<file path="src/rtl/dvp_capture_pkg.sv">
// Shared types and constants for the DVP camera capture block.
// Top-level build option: DVP_CAPTURE_STATS_EN adds line-error / line-count statistics.
package dvp_capture_pkg;

   typedef enum logic [1:0] {
      ST_IDLE     = 2'd0,
      ST_WAIT_SOF = 2'd1,
      ST_ACTIVE   = 2'd2
   } state_t;

   localparam logic [1:0] MODE_YUV = 2'd0;
   localparam logic [1:0] MODE_RGB = 2'd1;
   localparam logic [1:0] MODE_RAW = 2'd2;

endpackage

</file>
<file path="src/rtl/dvp_byte_pack.sv">
// Pairs camera bytes into pixels, registers the packed pixel with a one-cycle
// strobe and tracks the in-line pixel index (saturating).
module dvp_byte_pack
   import dvp_capture_pkg::*;
#(
   parameter int DATA_W = 8,
   parameter int X_W    = 11
) (
   input  logic                clk,
   input  logic                rst_n,
   input  logic                en,
   input  logic [DATA_W-1:0]   data,
   input  logic [1:0]          mode,
   output logic [2*DATA_W-1:0] pix,
   output logic                dval,
   output logic [X_W-1:0]      x
);

   localparam logic [X_W-1:0] X_ONE = X_W'(1);
   localparam logic [X_W-1:0] X_MAX = '1;

   logic                phase_q, phase_d;
   logic [DATA_W-1:0]   byte0_q, byte0_d;
   logic [X_W-1:0]      cnt_q, cnt_d;
   logic [2*DATA_W-1:0] pix_q, pix_d;
   logic                dval_q, dval_d;
   logic [X_W-1:0]      x_q, x_d;
   logic [X_W-1:0]      cnt_inc;

   assign cnt_inc = (cnt_q == X_MAX) ? cnt_q : cnt_q + X_ONE;

   always_comb begin
      phase_d = 1'b0;
      byte0_d = byte0_q;
      cnt_d   = cnt_q;
      pix_d   = pix_q;
      dval_d  = 1'b0;
      x_d     = x_q;
      if (!en) begin
         cnt_d = '0;
      end else if (mode == MODE_RAW) begin
         dval_d = 1'b1;
         pix_d  = {{DATA_W{1'b0}}, data};
         x_d    = cnt_q;
         cnt_d  = cnt_inc;
      end else if (!phase_q) begin
         phase_d = 1'b1;
         byte0_d = data;
      end else begin
         dval_d = 1'b1;
         x_d    = cnt_q;
         cnt_d  = cnt_inc;
         // RGB565 arrives high byte first; YUV422 (and the spare mode) low byte first
         pix_d  = (mode == MODE_RGB) ? {byte0_q, data} : {data, byte0_q};
      end
   end

   always_ff @(posedge clk or negedge rst_n) begin
      if (!rst_n) begin
         phase_q <= 1'b0;
         byte0_q <= '0;
         cnt_q   <= '0;
         pix_q   <= '0;
         dval_q  <= 1'b0;
         x_q     <= '0;
      end else begin
         phase_q <= phase_d;
         byte0_q <= byte0_d;
         cnt_q   <= cnt_d;
         pix_q   <= pix_d;
         dval_q  <= dval_d;
         x_q     <= x_d;
      end
   end

   assign pix  = pix_q;
   assign dval = dval_q;
   assign x    = x_q;

endmodule

</file>
<file path="src/rtl/dvp_capture.sv">
// DVP camera frame capture: frame/line sequencing, line checks and frame counting.
// Define DVP_CAPTURE_STATS_EN to add oERR_CNT and oLINES_LAST statistics outputs.
//
// state       | meaning
// ST_IDLE     | not armed, inputs ignored
// ST_WAIT_SOF | armed, waiting for VSYNC falling edge
// ST_ACTIVE   | inside a frame, bytes are captured while HREF is high
module dvp_capture
   import dvp_capture_pkg::*;
#(
   parameter int DATA_W     = 8,
   parameter int LINE_BYTES = 1280,
   parameter int X_W        = 11,
   parameter int Y_W        = 10,
   parameter int FRM_W      = 32
) (
   input  logic                iCLK,
   input  logic                iRST,
   input  logic [DATA_W-1:0]   iDATA,
   input  logic                iVSYNC,
   input  logic                iHREF,
   input  logic                iSTART,
   input  logic                iEND,
   input  logic [1:0]          iMODE,
   output logic [2*DATA_W-1:0] oPIX,
   output logic                oDVAL,
   output logic [X_W-1:0]      oX,
   output logic [Y_W-1:0]      oY,
   output logic [FRM_W-1:0]    oFRAME_CNT,
   output logic                oSOF,
   output logic                oEOF,
   output logic                oLINE_ERR,
   output logic                oBUSY
`ifdef DVP_CAPTURE_STATS_EN
   ,
   output logic [15:0]         oERR_CNT,
   output logic [Y_W-1:0]      oLINES_LAST
`endif
);

   localparam int             BC_W   = $clog2(LINE_BYTES + 1) + 1;
   localparam logic [BC_W-1:0] BC_MAX = '1;

   state_t            state_q, state_d;
   logic              stop_q, stop_d;
   logic              vsync_q, vsync_d;
   logic              href_q, href_d;
   logic [1:0]        mode_q, mode_d;
   logic              sof_q, sof_d;
   logic              eof_q, eof_d;
   logic              err_q, err_d;
   logic [Y_W-1:0]    y_q, y_d;
   logic [FRM_W-1:0]  frm_q, frm_d;
   logic [BC_W-1:0]   bcnt_q, bcnt_d;

   logic active, vs_fall, vs_rise, href_fall, pack_en;

   assign active    = (state_q == ST_ACTIVE);
   assign vs_fall   = vsync_q & ~iVSYNC;
   assign vs_rise   = ~vsync_q & iVSYNC;
   assign href_fall = href_q & ~iHREF;
   // A byte arriving on the VSYNC rise belongs to an abandoned line
   assign pack_en   = active & iHREF & ~vs_rise;

   always_comb begin
      state_d = state_q;
      stop_d  = stop_q | iEND;
      vsync_d = iVSYNC;
      href_d  = iHREF;
      mode_d  = mode_q;
      sof_d   = 1'b0;
      eof_d   = 1'b0;
      err_d   = 1'b0;
      y_d     = y_q;
      frm_d   = frm_q;
      bcnt_d  = '0;
      if (pack_en) begin
         bcnt_d = (bcnt_q == BC_MAX) ? bcnt_q : bcnt_q + BC_W'(1);
      end
      case (state_q)
         ST_IDLE: begin
            if (iSTART && !iEND) begin
               state_d = ST_WAIT_SOF;
               stop_d  = 1'b0;
            end
         end
         ST_WAIT_SOF: begin
            if (vs_fall) begin
               state_d = ST_ACTIVE;
               sof_d   = 1'b1;
               mode_d  = iMODE;
               y_d     = '0;
            end
         end
         ST_ACTIVE: begin
            if (href_fall) begin
               if (bcnt_q != '0) y_d = y_q + Y_W'(1);
               if (bcnt_q != BC_W'(LINE_BYTES)) err_d = 1'b1;
            end
            if (vs_rise) begin
               state_d = stop_d ? ST_IDLE : ST_WAIT_SOF;
               if (!iHREF) begin
                  eof_d = 1'b1;
                  frm_d = frm_q + FRM_W'(1);
               end
            end
         end
         default: state_d = ST_IDLE;
      endcase
      if (state_q != ST_IDLE && state_d == ST_IDLE) stop_d = 1'b0;
   end

   always_ff @(posedge iCLK or negedge iRST) begin
      if (!iRST) begin
         state_q <= ST_IDLE;
         stop_q  <= 1'b0;
         vsync_q <= 1'b0;
         href_q  <= 1'b0;
         mode_q  <= MODE_YUV;
         sof_q   <= 1'b0;
         eof_q   <= 1'b0;
         err_q   <= 1'b0;
         y_q     <= '0;
         frm_q   <= '0;
         bcnt_q  <= '0;
      end else begin
         state_q <= state_d;
         stop_q  <= stop_d;
         vsync_q <= vsync_d;
         href_q  <= href_d;
         mode_q  <= mode_d;
         sof_q   <= sof_d;
         eof_q   <= eof_d;
         err_q   <= err_d;
         y_q     <= y_d;
         frm_q   <= frm_d;
         bcnt_q  <= bcnt_d;
      end
   end

   dvp_byte_pack #(
      .DATA_W (DATA_W),
      .X_W    (X_W)
   ) u_pack (
      .clk   (iCLK),
      .rst_n (iRST),
      .en    (pack_en),
      .data  (iDATA),
      .mode  (mode_q),
      .pix   (oPIX),
      .dval  (oDVAL),
      .x     (oX)
   );

   assign oY         = y_q;
   assign oFRAME_CNT = frm_q;
   assign oSOF       = sof_q;
   assign oEOF       = eof_q;
   assign oLINE_ERR  = err_q;
   assign oBUSY      = (state_q != ST_IDLE);

`ifdef DVP_CAPTURE_STATS_EN
   logic [15:0]    errcnt_q, errcnt_d;
   logic [Y_W-1:0] lines_q, lines_d;

   always_comb begin
      errcnt_d = errcnt_q;
      lines_d  = lines_q;
      if (iSTART) begin
         errcnt_d = '0;
      end else if (err_d && errcnt_q != 16'hFFFF) begin
         errcnt_d = errcnt_q + 16'd1;
      end
      if (eof_d) lines_d = y_d;
   end

   always_ff @(posedge iCLK or negedge iRST) begin
      if (!iRST) begin
         errcnt_q <= '0;
         lines_q  <= '0;
      end else begin
         errcnt_q <= errcnt_d;
         lines_q  <= lines_d;
      end
   end

   assign oERR_CNT    = errcnt_q;
   assign oLINES_LAST = lines_q;
`endif

endmodule
</file>
<file path="config.mk">
export PLATFORM = sky130hd
export DESIGN_NAME = dvp_capture
export DESIGN_NICKNAME = d
export VERILOG_FILES = /design/src/rtl/dvp_capture_pkg.sv /design/src/rtl/dvp_byte_pack.sv /design/src/rtl/dvp_capture.sv
export SDC_FILE = /design/constraint.sdc
export NUM_CORES = 1
export LEC_CHECK = 0
export ABC_CLOCK_PERIOD_IN_PS = 2700
export BUFFER_PORTS_ARGS = -buffer_cell sky130_fd_sc_hd__buf_4
export CORE_MARGIN = 3
export CORE_UTILIZATION = 61
export CTS_CLUSTER_SIZE = 25
export DETAILED_ROUTE_END_ITERATION = 8
export HOLD_SLACK_MARGIN = 0.06
export PLACE_DENSITY = 0.87
export SYNTH_ARGS = -nofsm -noshare
export SYNTH_HDL_FRONTEND = slang
export SYNTH_SLANG_ARGS = --single-unit
</file>
<file path="constraint.sdc">
create_clock -name iCLK -period 2.7 [get_ports iCLK]
set_clock_uncertainty 0.05 [all_clocks]
set_input_delay 0.135 -clock iCLK [delete_from_list [all_inputs] [get_ports iCLK]]
set_output_delay 0.135 -clock iCLK [all_outputs]
set_load 0.01 [all_outputs]
</file>
# ---- Word-level counts from Yosys, hierarchy flattened
# Index checks and enable logic that the tools add are counted.
# W data, S select, Z words.
dict set report totals {
  regBits 112
  inputBits 16
  out_inout_bits 74
  wordCells 96
}
dict set report op_classes {
  n_addsub 4
  eq_ne 12
  mux 37
  n_bitwise 12
  reduce_logical 14
}
# cell count
set op_table {}
lappend op_table {{$mux W11} 6}
lappend op_table {{$mux W16} 3}
lappend op_table {{$add A32 B1 Y32 const B} 1}
lappend op_table {{$mux W10} 3}
lappend op_table {{$mux W12} 2}
lappend op_table {{$pmux W10 S2} 1}
lappend op_table {{$mux W1} 18}
lappend op_table {{$add A12 B1 Y12 const B} 1}
lappend op_table {{$eq A12 B12 Y1 const B} 1}
lappend op_table {{$ne A12 B11 Y1 const B} 1}
lappend op_table {{$reduce_bool A12 Y1} 1}
lappend op_table {{$add A11 B1 Y11 const B} 1}
lappend op_table {{$eq A11 B11 Y1 const B} 1}
lappend op_table {{$add A10 B1 Y10 const B} 1}
lappend op_table {{$mux W2} 3}
lappend op_table {{$not A1 Y1} 6}
lappend op_table {{$pmux W2 S3} 1}
lappend op_table {{$reduce_and A3 Y1} 2}
lappend op_table {{$reduce_bool A2 Y1} 3}
lappend op_table {{$and A1 B1 Y1} 5}
lappend op_table {{$eq A2 B1 Y1 const B} 2}
lappend op_table {{$eq A2 B2 Y1 const B} 2}
lappend op_table {{$logic_not A2 Y1} 2}
lappend op_table {{$ne A2 B1 Y1 const B} 2}
lappend op_table {{other kinds (7)} 10}

# ---- Depth between registers and ports, before layout
# Gate-level depths: netlist of run 1.
dict set report depth {
  depth_word 7
  depth_mapped 8
}

# ---- Modules after synthesis
# A second synthesis of run 1 with hierarchy kept.
dict set report hier_totals {
  cells_unflattened 495
  area_unflattened_um2 5424.0
}
# mod n_inst cells_per_inst area_per_inst_um2 seq_area_each_um2
set by_module_without_submodules {}
lappend by_module_without_submodules {dvp_capture 1 302 3235.6 1601.5}
lappend by_module_without_submodules {dvp_byte_pack 1 193 2188.3 1201.2}

# ---- Worst setup path after synthesis of run 1
# No wires, ideal clock.
dict set report synth_path {
  path_type {register to register}
  startpoint {register bcnt_q[0]}
  endpoint {register y_q[7], in the netlist oY[7]}
  arrival_time_ns 1.635
  required_ns 2.573
  slack_ns 0.937
  path_stages_with_launch 8
  path_buffers 1
  cell_sequence {dfrtp_1 inv_1 ha_1 nor4b_1 and4_1 clkbuf_1 or4_1 a21oi_1}
}
dict set report synth_via {
  elab_chain_len 3
}
# item line_no
set synth_lines {}
lappend synth_lines {{start, declared} dvp_capture.sv:54} ;# logic [BC_W-1:0] bcnt_q, bcnt_d;
lappend synth_lines {{start signal, assigned} dvp_capture.sv:137} ;# bcnt_q <= bcnt_d;
lappend synth_lines {{$reduce_bool A12 Y1} dvp_capture.sv:97} ;# if (bcnt_q != '0) y_d = y_q + Y_W'(1);
lappend synth_lines {{$ne A2 B1 Y1 (no source line)} -}
lappend synth_lines {{$reduce_and A4 Y1 (no source line)} -}
lappend synth_lines {{end signal, assigned} dvp_capture.sv:135} ;# y_q <= y_d;
lappend synth_lines {{end, declared} dvp_capture.sv:52} ;# logic [Y_W-1:0] y_q, y_d;
# Every way passes these cells.
# A chain may end at the register's enable or synchronous reset.

# ---- Worst setup path after layout of run 1
dict set report layout_path {
  startpoint {register bcnt_q[0]}
  endpoint {register y_q[6], in the netlist oY[6]}
}
# The elaborated chain is that of the path after synthesis.

==> results of run 1 <==
==> worst min-delay path by stage <==
stage,slack (ps),cells after the start,startpoint,to
6_report,70,3,iSTART,stop_q
5_1_grt,80,3,iSTART,stop_q
4_1_cts,70,3,iSTART,stop_q
3_5_place_dp,210,2,iRST,bcnt_q[7]
3_3_place_gp,210,2,iRST,bcnt_q[5]
2_1_floorplan,-210,0,iRST,bcnt_q[0]
==> power breakdown <==
group	internal, W	switching (W)	leakage [nW]
clock	0.000351	0.000595	0.0854
sequential	0.00187	0.000221	1.53
combinational	0.000567	0.000555	1.32
total	0.00279	0.00137	2.93
==> cell usage in the layout, fill, tap and decap left out, types with 4 or more instances in the layout <==
master and instances:
nor4_1 4, dfrtp_1 112, and2_1 9, clkbuf_8 9, or4_1 5, ha_1 5, nand2_1 44, o31ai_1 13
dlygate4sd3_1 14, xor2_1 4, xnor2_1 31, a22oi_1 9, and3_1 11, mux2i_1 10, or3_1 6, a211oi_1 4
nand3_1 20, a21oi_1 13, nand4_1 20, buf_4 94, mux2_2 26, inv_1 11, nor2_1 17, and4_1 5
nor3_1 10, o21ai_0 26
==> cell families after synthesis <==
| kind of cell | count (synthesis) | share of synthesized area (%) |
|---|---|---|
| buffers and inverters | 32 | 2.70 |
| DFF | 112 | 52.5 |
| adders and majority gates | 5 | 1.17 |
| xor gates and xnor gates | 35 | 5.75 |
| and+or+nand+nor | 173 | 18.7 |
| AOI/OAI and AO/OA | 90 | 11.6 |
| muxes | 37 | 7.58 |
==> registers in the layout (all words and copies together), names as in the netlist, 2 cells and up <==
| signal | count |
|---|---|
| oFRAME_CNT | 32 |
| u_pack.pix | 16 |
| bcnt_q | 12 |
| u_pack.cnt_q | 11 |
| u_pack.x | 11 |
| oY | 10 |
| u_pack.byte0_q | 8 |
| mode_q | 2 |
| state_q | 2 |
==> per-layer routing <==
metal | part of all wire (%) | global-route usage (%)
met5 | 0 | 0
met2 | 51 | 39.9
met4 | 1.9 | 7.98
met1 | 43 | 32.9
met3 | 4.2 | 3.93
==> final cells by class <==
class / instances / area [um^2]
well taps: 105 / 131
clock inverters: 6 / 52.6
repair buffers: 109 / 866
flip-flops and latches: 112 / 2800
multi-input cells: 340 / 2390
fillers: 542 / 1930
inverters: 11 / 41.3
clock buffers: 10 / 128
==> stage by stage <==
step | util (%) | std cells | power [W] | cell area [um^2] | setup slack (ps)
after floorplan | - | 484 | 0.00283 | 5330 | 937
after global placement | 73.0 | 663 | 0.00317 | 6090 | 707
after detailed placement | 73.0 | 663 | 0.00323 | 6090 | 576
after CTS | 76.8 | 693 | 0.00418 | 6410 | 549
after global routing | 76.8 | 693 | 0.00439 | 6410 | 378
final | 76.8 | 693 | 0.00416 | 6410 | 551
==> what timing repair did <==
| action | in CTS | in global routing |
|---|---|---|
| hold buffers | 14 | 0 |
| resized for setup | 0 | 0 |
| hold endpoints to repair | 138 | 0 |
==> worst max-delay path, delay by kind of cell, from the launching register on <==
family                     cells  cell delay, ps
adders and majority gates      1             140
and+or+nand+nor                3            1250
DFF                            1             400
buffers and inverters          1             100
AOI/OAI and AO/OA              1              80
==> impl_results.md, run 1 <==
* Status: finished clean
* R2R depth at 6
* # clock sinks at 112
* Post-route DRC at 0
* FF-to-FF setup slack at 550 ps
* Synthesized flop and latch total at 112
* Post-Syn Area at around 5300 um^2
* Worst-path cell chain: inv_1 -> ha_1 -> nor4b_1 -> and4_1 -> or3_4 -> o31ai_1
* Worst-path clk slew at 100 ps
* Crit path from: bcnt_q[0]
* Min-delay worst type: in -> reg
* Layout cells sized above 1 at roughly 25%
* Vias in the first global route at 4057
* Hold WS at ~74 ps
* WL final at about 12000 um
* Number of antenna diodes at 0
* Total number of vias at 4180
* Clock period minus worst slack at 2150 ps
* Area contributors post-synth: dfrtp_1 (53%), mux2_2 (5.5%), xnor2_1 (5.1%)
* Via/cell ratio at 6.03
* Reg-to-Reg End: oY[6]
* Initial antenna violation count at 0
* Critical path class: reg -> reg
* Area growth, synth to finish at 20.2%
* CP peak stage delay at around 590 ps
* Post-Synthesis Cells at 484
* Drt first pass iters at 6
* Final #Nets at 604
* Maximum clock path buffer count at 2
* Wirelength per Cell at between 15 and 20 um
* ANT nets after route at 0
* IO buf count at 89
* CP startpoint kind: flop
* GPL Wtd Cong at 0.862
* Fin. Hold Viols at 0
* First-pass GRT wire length at between 15000 and 20000 um
* Main synth FF type: dfrtp_1
* Synth area leader: dfrtp_1
* Most common cell in the netlist: dfrtp_1
* Pins Over Slew Limit at 0
* Synthesis Warnings at 0
* Cell variety after synth at 63
* Slowest CP cell: and4_1
* WP data required at 2910 ps
* Clock Latency Late Sink at 380 ps
* CTS Root Cell: clkbuf_8
* Fmax at 465 MHz
* Die Y at 99.5 um
* Synth top cells by count: dfrtp_1 (112), nand2_1 (44), xnor2_1 (31)
* Initial core utilization at around 64%
* CTS tree: done
* CORE AREA at approximately 8300 um^2
* Post-synth EDFFs at 0
* Synth top area share at between 50% and 60%
* Unrepaired setup endpoints after global routing: false
* # setup viols final at 0
* Top Ports at 90
* H-tree levels at 3
* Post-synth ARST share at 100%
* Pwr dens at 650 nW/um^2
* Num rows at 33
* Detail Placement HPWL at 7870 um
* Slew @ Worst Pin at 738 ps
* Crit path arrival time at 2350 ps
* Leak at roughly 3 nW
* Critical Path End Type: flop
* R2r startpoint: bcnt_q[0]
* Initial drt markers at 219
* Setup tns final at 0 ps
* Final period util at 79.6%
* Syn Nets at 505
* Sequential-to-total area share from yosys stat at about 53%
* Total CTS buffers at 9
* Tot GR Track Use at between 20% and 30%
* Max-cap viol count at 0
* Critical Path Fanout Max at 16
* Grt total ovfl at 0
* Syn_area_per_cell at ~11 um^2
* Die ar. at 9900 um^2
* Die X at 99.5 um
* Worst slew margin at 50.8%
* Postcts setup bufs at 0
* Critical path capture point: oY[6]
* Maximum VDD drop at between 0.4 and 0.5 mV
* Largest net degree at the start of global routing at 113
Note: power is estimated with default switching activity, not from simulation.
==> run 2: changes to the inputs <==
--- a/config.mk
+++ b/config.mk
@@ -5,14 +5,14 @@
 export SDC_FILE = /design/constraint.sdc
 export NUM_CORES = 1
 export LEC_CHECK = 0
-export ABC_CLOCK_PERIOD_IN_PS = 2700
+export ABC_CLOCK_PERIOD_IN_PS = 1850
 export BUFFER_PORTS_ARGS = -buffer_cell sky130_fd_sc_hd__buf_4
 export CORE_MARGIN = 3
-export CORE_UTILIZATION = 61
+export CORE_UTILIZATION = 51
 export CTS_CLUSTER_SIZE = 25
 export DETAILED_ROUTE_END_ITERATION = 8
 export HOLD_SLACK_MARGIN = 0.06
-export PLACE_DENSITY = 0.87
+export PLACE_DENSITY = 0.77
 export SYNTH_ARGS = -nofsm -noshare
 export SYNTH_HDL_FRONTEND = slang
 export SYNTH_SLANG_ARGS = --single-unit
==> constraint.sdc (replaced) <==
create_clock -name iCLK -period 1.85 [get_ports iCLK]
set_clock_uncertainty 0.05 [all_clocks]
set_input_delay 0.0925 -clock iCLK [delete_from_list [all_inputs] [get_ports iCLK]]
set_output_delay 0.0925 -clock iCLK [all_outputs]
set_load 0.01 [all_outputs]
==> impl_results.md, run 2 (synthesized netlist as in run 1, its figures left out) <==
* Wirelength per Cell at 16.1 um (was 16.6 um)
* Via/cell ratio at 5.66 (was 6.03)
* Final period util at 97.1% (was 79.6%)
* Layout cells sized above 1 at 31.3% (was 24.8%)
* CTS Root Cell: clkbuf_8 (unchanged)
* Die ar. at 11700 um^2 (was 9900 um^2)
* Grt total ovfl at 0 (unchanged)
* Critical Path End Type: flop (unchanged)
* Clock Latency Late Sink at 380 ps (about the same)
* Leading cell type in the layout, fill and taps excluded: buf_4 (was dfrtp_1)
* WL final at 12200 um (was 11500 um)
* GPL Wtd Cong at 0.796 (was 0.862)
* H-tree levels at 3 (unchanged)
* Worst slew margin at 57.7% (was 50.8%)
* # setup viols final at 0 (unchanged)
* Critical path class: reg -> reg (unchanged)
* Initial core utilization at 53.6% (was 64.0%)
* Setup tns final at 0 ps (unchanged)
* Die X at 108 um (was 99.5 um)
* Slowest CP cell: dfrtp_2 (was and4_1)
* Unrepaired setup endpoints after global routing: true (was false)
* Initial antenna violation count at 0 (unchanged)
* Tot GR Track Use at 21.7% (was 24.2%)
* Worst-path clk slew at 110 ps (was 100 ps)
* Area growth, synth to finish at 27.6% (was 20.2%)
* Slew @ Worst Pin at 632 ps (was 738 ps)
* CORE AREA at 9950 um^2 (was 8340 um^2)
* ANT nets after route at 0 (unchanged)
* CTS tree: done (unchanged)
* CP peak stage delay at 480 ps (was 590 ps)
* CP startpoint kind: flop (unchanged)
* # clock sinks at 112 (unchanged)
* Detail Placement HPWL at 8450 um (was 7870 um)
* Clock period minus worst slack at 1800 ps (was 2150 ps)
* Fillers at 768 (was 542)
* Crit path arrival time at 2010 ps (was 2350 ps)
* Min-delay worst type: in -> async (was in -> reg)
* Pins Over Slew Limit at 0 (unchanged)
* Total number of vias at 4282 (was 4180)
* Critical Path Fanout Max at 10 (was 16)
* Vias in the first global route at 4395 (was 4057)
* Drt first pass iters at 4 (was 6)
* First-pass GRT wire length at 20500 um (was 19500 um)
* Leak at 3.13 nW (was 2.93 nW)
* Initial drt markers at 192 (was 219)
* Final #Nets at 639 (was 604)
* Number of antenna diodes at 0 (unchanged)
* Top Ports at 90 (unchanged)
* Worst-path cell chain: nand4bb_1 -> and2_2 -> buf_4 -> o31ai_1 -> o31ai_2 (was inv_1 -> ha_1 -> nor4b_1 -> and4_1 -> or3_4 -> o31ai_1)
* Status: finished clean (unchanged)
* Total CTS buffers at 9 (unchanged)
* Die Y at 108 um (was 99.5 um)
* Maximum VDD drop at 0.695 mV (was 0.404 mV)
* Largest net degree at the start of global routing at 45 (was 113)
* WP data required at 2060 ps (was 2910 ps)
* Num rows at 36 (was 33)
* Max-cap viol count at 0 (unchanged)
* Fmax at 557 MHz (was 465 MHz)
* Commonest non-fill, non-tap cells in the layout: buf_4 (126), dfrtp_1 (109), nand2_1 (44) (was dfrtp_1 (112), buf_4 (94), nand2_1 (44))
* Fin. Hold Viols at 0 (unchanged)
* Pwr dens at 934 nW/um^2 (was 650 nW/um^2)
* Final Util at 68.4% (was 76.8%)
* Post-route DRC at 0 (unchanged)
* IO buf count at 89 (unchanged)
* Max reg flops at 32 (unchanged)
* Maximum clock path buffer count at 2 (unchanged)
run 2: cell count changes in the layout (fill, tap and decap cells not counted), sizes merged:
cell and delta:
buf +34, clkbuf -1, clkinvlp +1, dlygate4sd3 +1
run 2: layout make-up:
type	instances	area, um^2	share of cell area [%]
flip-flops and latches	112	2810	41.2
multi-input cells	340	2460	36.2
repair buffers	144	1140	16.8
well taps	133	166	2.44
clock buffers	9	124	1.82
clock inverters	7	65.1	0.956
inverters	11	41.3	0.607
run 2: final timing paths:
path / slack, ps / endpoint / start / cells after the start
min reg2reg: 440 / u_pack.pix[8] / u_pack.pix[8] / 2
min: 140 / oY[3] / iRST / 2
max: 50 / oY[3] / state_q[0] / 5
max reg2reg: 50 / oY[3] / state_q[0] / 5
min in group iCLK: 360 / vsync_q / iVSYNC / 2
max in group asynchronous: 1010 / vsync_q / iRST / 3
run 2: layer usage:
metal | share of wire (%) | global-route usage, % | routed length, um | vias up
li1 | - | - | - | 2060
met5 | 0 | 0 | 0 | -
met4 | 1.7 | 6.94 | 211 | 0
met2 | 52 | 36.8 | 6280 | 85
met3 | 3.7 | 4.12 | 447 | 18
met1 | 43 | 28.2 | 5210 | 2119
run 2: report_power, final:
part,total [W],switching [W],internal [W]
logic,0.00196,0.000956,0.00100
registers,0.00298,0.000240,0.00274
clock network,0.00142,0.000901,0.000521
run 2: repair_timing:
action / CTS / global route
buffers inserted: 0 / 5
cloned: 0 / 1
hold buffers: 15 / 0
hold endpoints to repair: 143 / 0
setup endpoints to repair: 10 / 53
pin swaps: 0 / 3
gates resized for setup: 3 / 17
run 2: metrics by stage:
stage	area [um^2]	std cells	power, W	hold WS (ps)	setup slack (ps)
floorplan	5330	484	0.00413	-253	87.1
global placement	6350	719	0.00482	27.5	13.2
detailed placement	6350	719	0.00491	34.2	-103
CTS	6690	750	0.00636	162	23.6
global route	6810	756	0.00674	179	-12.8
finish	6810	756	0.00636	140	54.0
run 2: worst max-delay path: cells and delay by family, from the launching register on:
kind | cells | cell delay, ps
AND/OR/NAND/NOR | 2 | 530
flip-flops | 1 | 480
AO/OA/AOI/OAI | 2 | 430
buffers and inverters | 1 | 180
==> run 3: changes to the inputs <==
--- a/config.mk
+++ b/config.mk
@@ -5,14 +5,15 @@
 export SDC_FILE = /design/constraint.sdc
 export NUM_CORES = 1
 export LEC_CHECK = 0
+export ABC_AREA = 1
 export ABC_CLOCK_PERIOD_IN_PS = 1850
 export BUFFER_PORTS_ARGS = -buffer_cell sky130_fd_sc_hd__buf_4
 export CORE_MARGIN = 3
-export CORE_UTILIZATION = 51
+export CORE_UTILIZATION = 52
 export CTS_CLUSTER_SIZE = 25
 export DETAILED_ROUTE_END_ITERATION = 8
 export HOLD_SLACK_MARGIN = 0.06
-export PLACE_DENSITY = 0.77
+export PLACE_DENSITY = 0.78
 export SYNTH_ARGS = -nofsm -noshare
 export SYNTH_HDL_FRONTEND = slang
 export SYNTH_SLANG_ARGS = --single-unit
==> impl_results.md, run 3 <==
* Maximum VDD drop at 0.553 mV (was 0.695 mV)
* Comb power frac at 28.3% (was 30.8%)
* Worst-path clk slew at 110 ps (about the same)
* Initial core utilization at 53.5% (was 53.6%)
* CORE AREA at 10900 um^2 (was 9950 um^2)
* Post-route non-filler standard cell count at 1070 (was 756)
* Min-delay worst type: in -> async (unchanged)
* Largest net degree at the start of global routing at 37 (was 45)
* Final #Nets at 946 (was 639)
* IO buf count at 89 (unchanged)
* Clock power share at 23.0% (was 22.4%)
* Sequential-to-total area share from yosys stat at 48.1% (was 52.5%)
* Critical Path End Type: flop (unchanged)
* Delay-heaviest family, CP: simple AND/OR/NAND/NOR gates (unchanged)
* Fin. Hold Viols at 0 (unchanged)
* FF-to-FF setup slack at 150 ps (was 50 ps)
* Number of antenna diodes at 0 (unchanged)
* Worst slew margin at 67.1% (was 57.7%)
* Post-Synthesis Cells at 799 (was 484)
* Die X at 112 um (was 108 um)
* Initial drt markers at 299 (was 192)
* Leak at 3.65 nW (was 3.13 nW)
* Inst Count DP at 1032 (was 719)
* Drt first pass iters at 5 (was 4)
* Post-synth EDFFs at 0 (unchanged)
* Pins Over Slew Limit at 0 (unchanged)
* Critical Path Fanout Max at 19 (was 10)
* Syn Nets at 820 (was 505)
* P_sw at 0.00214 W (was 0.00210 W)
* Post-route DRC at 0 (unchanged)
* Synthesis Warnings at 0 (unchanged)
* Num rows at 38 (was 36)
* Cell variety after synth at 30 (was 63)
* H-tree levels at 3 (unchanged)
* Wirelength per Cell at 12.5 um (was 16.1 um)
* # setup viols final at 0 (unchanged)
* GPL Wtd Cong at 0.868 (was 0.796)
* Vias in the first global route at 5014 (was 4395)
* Initial antenna violation count at 0 (unchanged)
* ANT nets after route at 0 (unchanged)
* Synth area leader: dfrtp_1 (unchanged)
* Metal-1 WL at 5830 um (was 5210 um)
* Max reg flops at 32 (unchanged)
* Synthesized flop and latch total at 112 (unchanged)
* Die ar. at 12500 um^2 (was 11700 um^2)
* Die Y at 112 um (was 108 um)
* WP data required at 2080 ps (was 2060 ps)
* # clock sinks at 112 (unchanged)
* Syn_area_per_cell at 7.29 um^2 (was 11.0 um^2)
* Pwr dens at 870 nW/um^2 (was 934 nW/um^2)
* Area growth, synth to finish at 23.7% (was 27.6%)
* Leading cell type in the layout, fill and taps excluded: nand2_1 (was buf_4)
* Clock period minus worst slack at 1700 ps (was 1800 ps)
* Synth top cells by count: nand2_1 (307), dfrtp_1 (112), inv_1 (84), nor2_1 (84), o21ai_0 (63) (was dfrtp_1 (112), nand2_1 (44), xnor2_1 (31))
* Crit path arrival time at 1930 ps (was 2010 ps)
* Fmax at 587 MHz (was 557 MHz)
* Post-synth ARST share at 100% (unchanged)
* Worst-path cell chain: clkinv_1 -> nand2_2 -> inv_2 -> buf_4 -> nand3_1 -> nand2_1 -> nand2_2 -> inv_1 -> nand2_1 -> nand2_1 (was nand4bb_1 -> and2_2 -> buf_4 -> o31ai_1 -> o31ai_2)
* WL final at 13400 um (was 12200 um)
* Slowest CP cell: dfrtp_1 (was dfrtp_2)
* Commonest non-fill, non-tap cells in the layout: nand2_1 (306), dfrtp_1 (112), buf_4 (110) (was buf_4 (126), dfrtp_1 (109), nand2_1 (44))
* Maximum clock path buffer count at 2 (unchanged)
* Slew @ Worst Pin at 494 ps (was 632 ps)
* Via/cell ratio at 4.98 (was 5.66)
* Flop pwr share at 48.7% (was 46.8%)
* Clock Latency Late Sink at 380 ps (about the same)
* Area contributors post-synth: dfrtp_1 (48%), nand2_1 (20%), o21ai_0 (5.4%) (was dfrtp_1 (53%), mux2_2 (5.5%), xnor2_1 (5.1%))
* Main synth FF type: dfrtp_1 (unchanged)
* Metal3 WL at 660 um (was 447 um)
* Metal2 WL at 6520 um (was 6280 um)
* Status: finished clean (unchanged)
* Total number of vias at 5333 (was 4282)
* Total CTS buffers at 9 (unchanged)
* Critical path class: reg -> reg (unchanged)
* CTS tree: done (unchanged)
* CP startpoint kind: flop (unchanged)
* Top Ports at 90 (unchanged)
* Post-Syn Area at 5830 um^2 (was 5330 um^2)
* Hold WS at 150 ps (was 140 ps)
* Max-cap viol count at 0 (unchanged)
* CP peak stage delay at 360 ps (was 480 ps)
* CTS Root Cell: clkbuf_8 (unchanged)
* Tot GR Track Use at 22.0% (was 21.7%)
* Most used cell, CP: nand2_1
* Grt total ovfl at 0 (unchanged)
* Sw frac at 34.1% (was 33.0%)
* WP buf/inv at 4 (was 1)
* Detail Placement HPWL at 9690 um (was 8450 um)
* Internal at 0.00414 W (was 0.00426 W)
* Top sig layer: met4 (unchanged)
* Layout cells sized above 1 at 16.6% (was 31.3%)
* First-pass GRT wire length at 23000 um (was 20500 um)
* Final period util at 92.1% (was 97.1%)
* Synth top area share at 48.1% (was 52.5%)
* Most common cell in the netlist: nand2_1 (was dfrtp_1)
[run 3: cell count changes after synthesis, sizes merged, moves of 12 or more]
cell   before  now
inv        11   88
mux2       27    0
nand2      44  311
nand3      21   57
nor2       17   87
o21ai      28   63
o31ai      13    1
xnor2      31    2
xor2        4   17
[run 3: final timing paths]
path,from,to,cells past startpoint
worst max-delay path,state_q[0],oY[7],10
worst min-delay path,iRST,u_pack.x[8],2
worst max register to register,state_q[0],oY[7],10
worst min register to register,u_pack.x[2],u_pack.x[2],2
max in group asynchronous,iRST,oY[2],3
min in group iCLK,iEND,state_q[0],6
[run 3: area by class of cell]
class | count | area [um^2]
fill | 951 | 3680
timing repair inverter | 1 | 7.51
clock buffer | 11 | 151
inverter | 89 | 338
timing repair buffer | 128 | 1040
clock inverter | 5 | 47.5
tap | 140 | 175
sequential | 112 | 2800
multi-input combinational | 584 | 2650
[run 3: layer usage]
layer	global-route usage, %	vias to the layer above
met5	0	-
met4	8.03	0
met3	3.97	30
met2	36.9	134
met1	28.7	2405
li1	-	2764
[run 3: kinds of logic after synthesis]
logic type	count (synthesis)	share of synthesized area, %
adders and majority gates	5	1.07
buffers and inverters	103	6.92
and+or+nand+nor	484	34.1
DFF	112	48.1
AOI/OAI and AO/OA	76	6.94
xor gates and xnor gates	19	2.86
[run 3: power groups by stage]
stage | clock network, W | registers, W | logic (W)
global route | 0.00159 | 0.00311 | 0.00198
detailed placement | 0 | 0.00310 | 0.00171
finish | 0.00144 | 0.00306 | 0.00177
global placement | 0 | 0.00310 | 0.00169
floorplan | 0 | 0.00317 | 0.000882
CTS | 0.00149 | 0.00305 | 0.00175
[run 3: timing repair]
item	in CTS	in global routing
hold endpoints to repair	117	0
buffers inserted	0	6
hold buffers	15	0
endpoints found under the setup margin	0	45
gates resized for setup	0	12
[run 3: worst reg2reg max path, stage by stage, from the launching register on]
cell,delay [ps]
dfrtp_1,360
clkinv_1,120
nand2_2,180
inv_2,60
buf_4,170
nand3_1,110
nand2_1,70
nand2_2,250
inv_1,100
nand2_1,80
nand2_1,50
[run 3: metrics by stage]
stage / area [um^2] / total power, W / setup WS (ps) / util, % / TNS (ps)
after CTS: 7120 / 0.00630 / 5.85 / 65.4 / 0
after global routing: 7210 / 0.00668 / -1.65 / 66.2 / -1.65
after floorplan: 5830 / 0.00405 / 238 / - / 0
after detailed placement: 6770 / 0.00481 / 23.2 / 62.2 / 0
after global placement: 6770 / 0.00479 / 84.1 / 62.2 / 0
final: 7210 / 0.00627 / 147 / 66.2 / 0
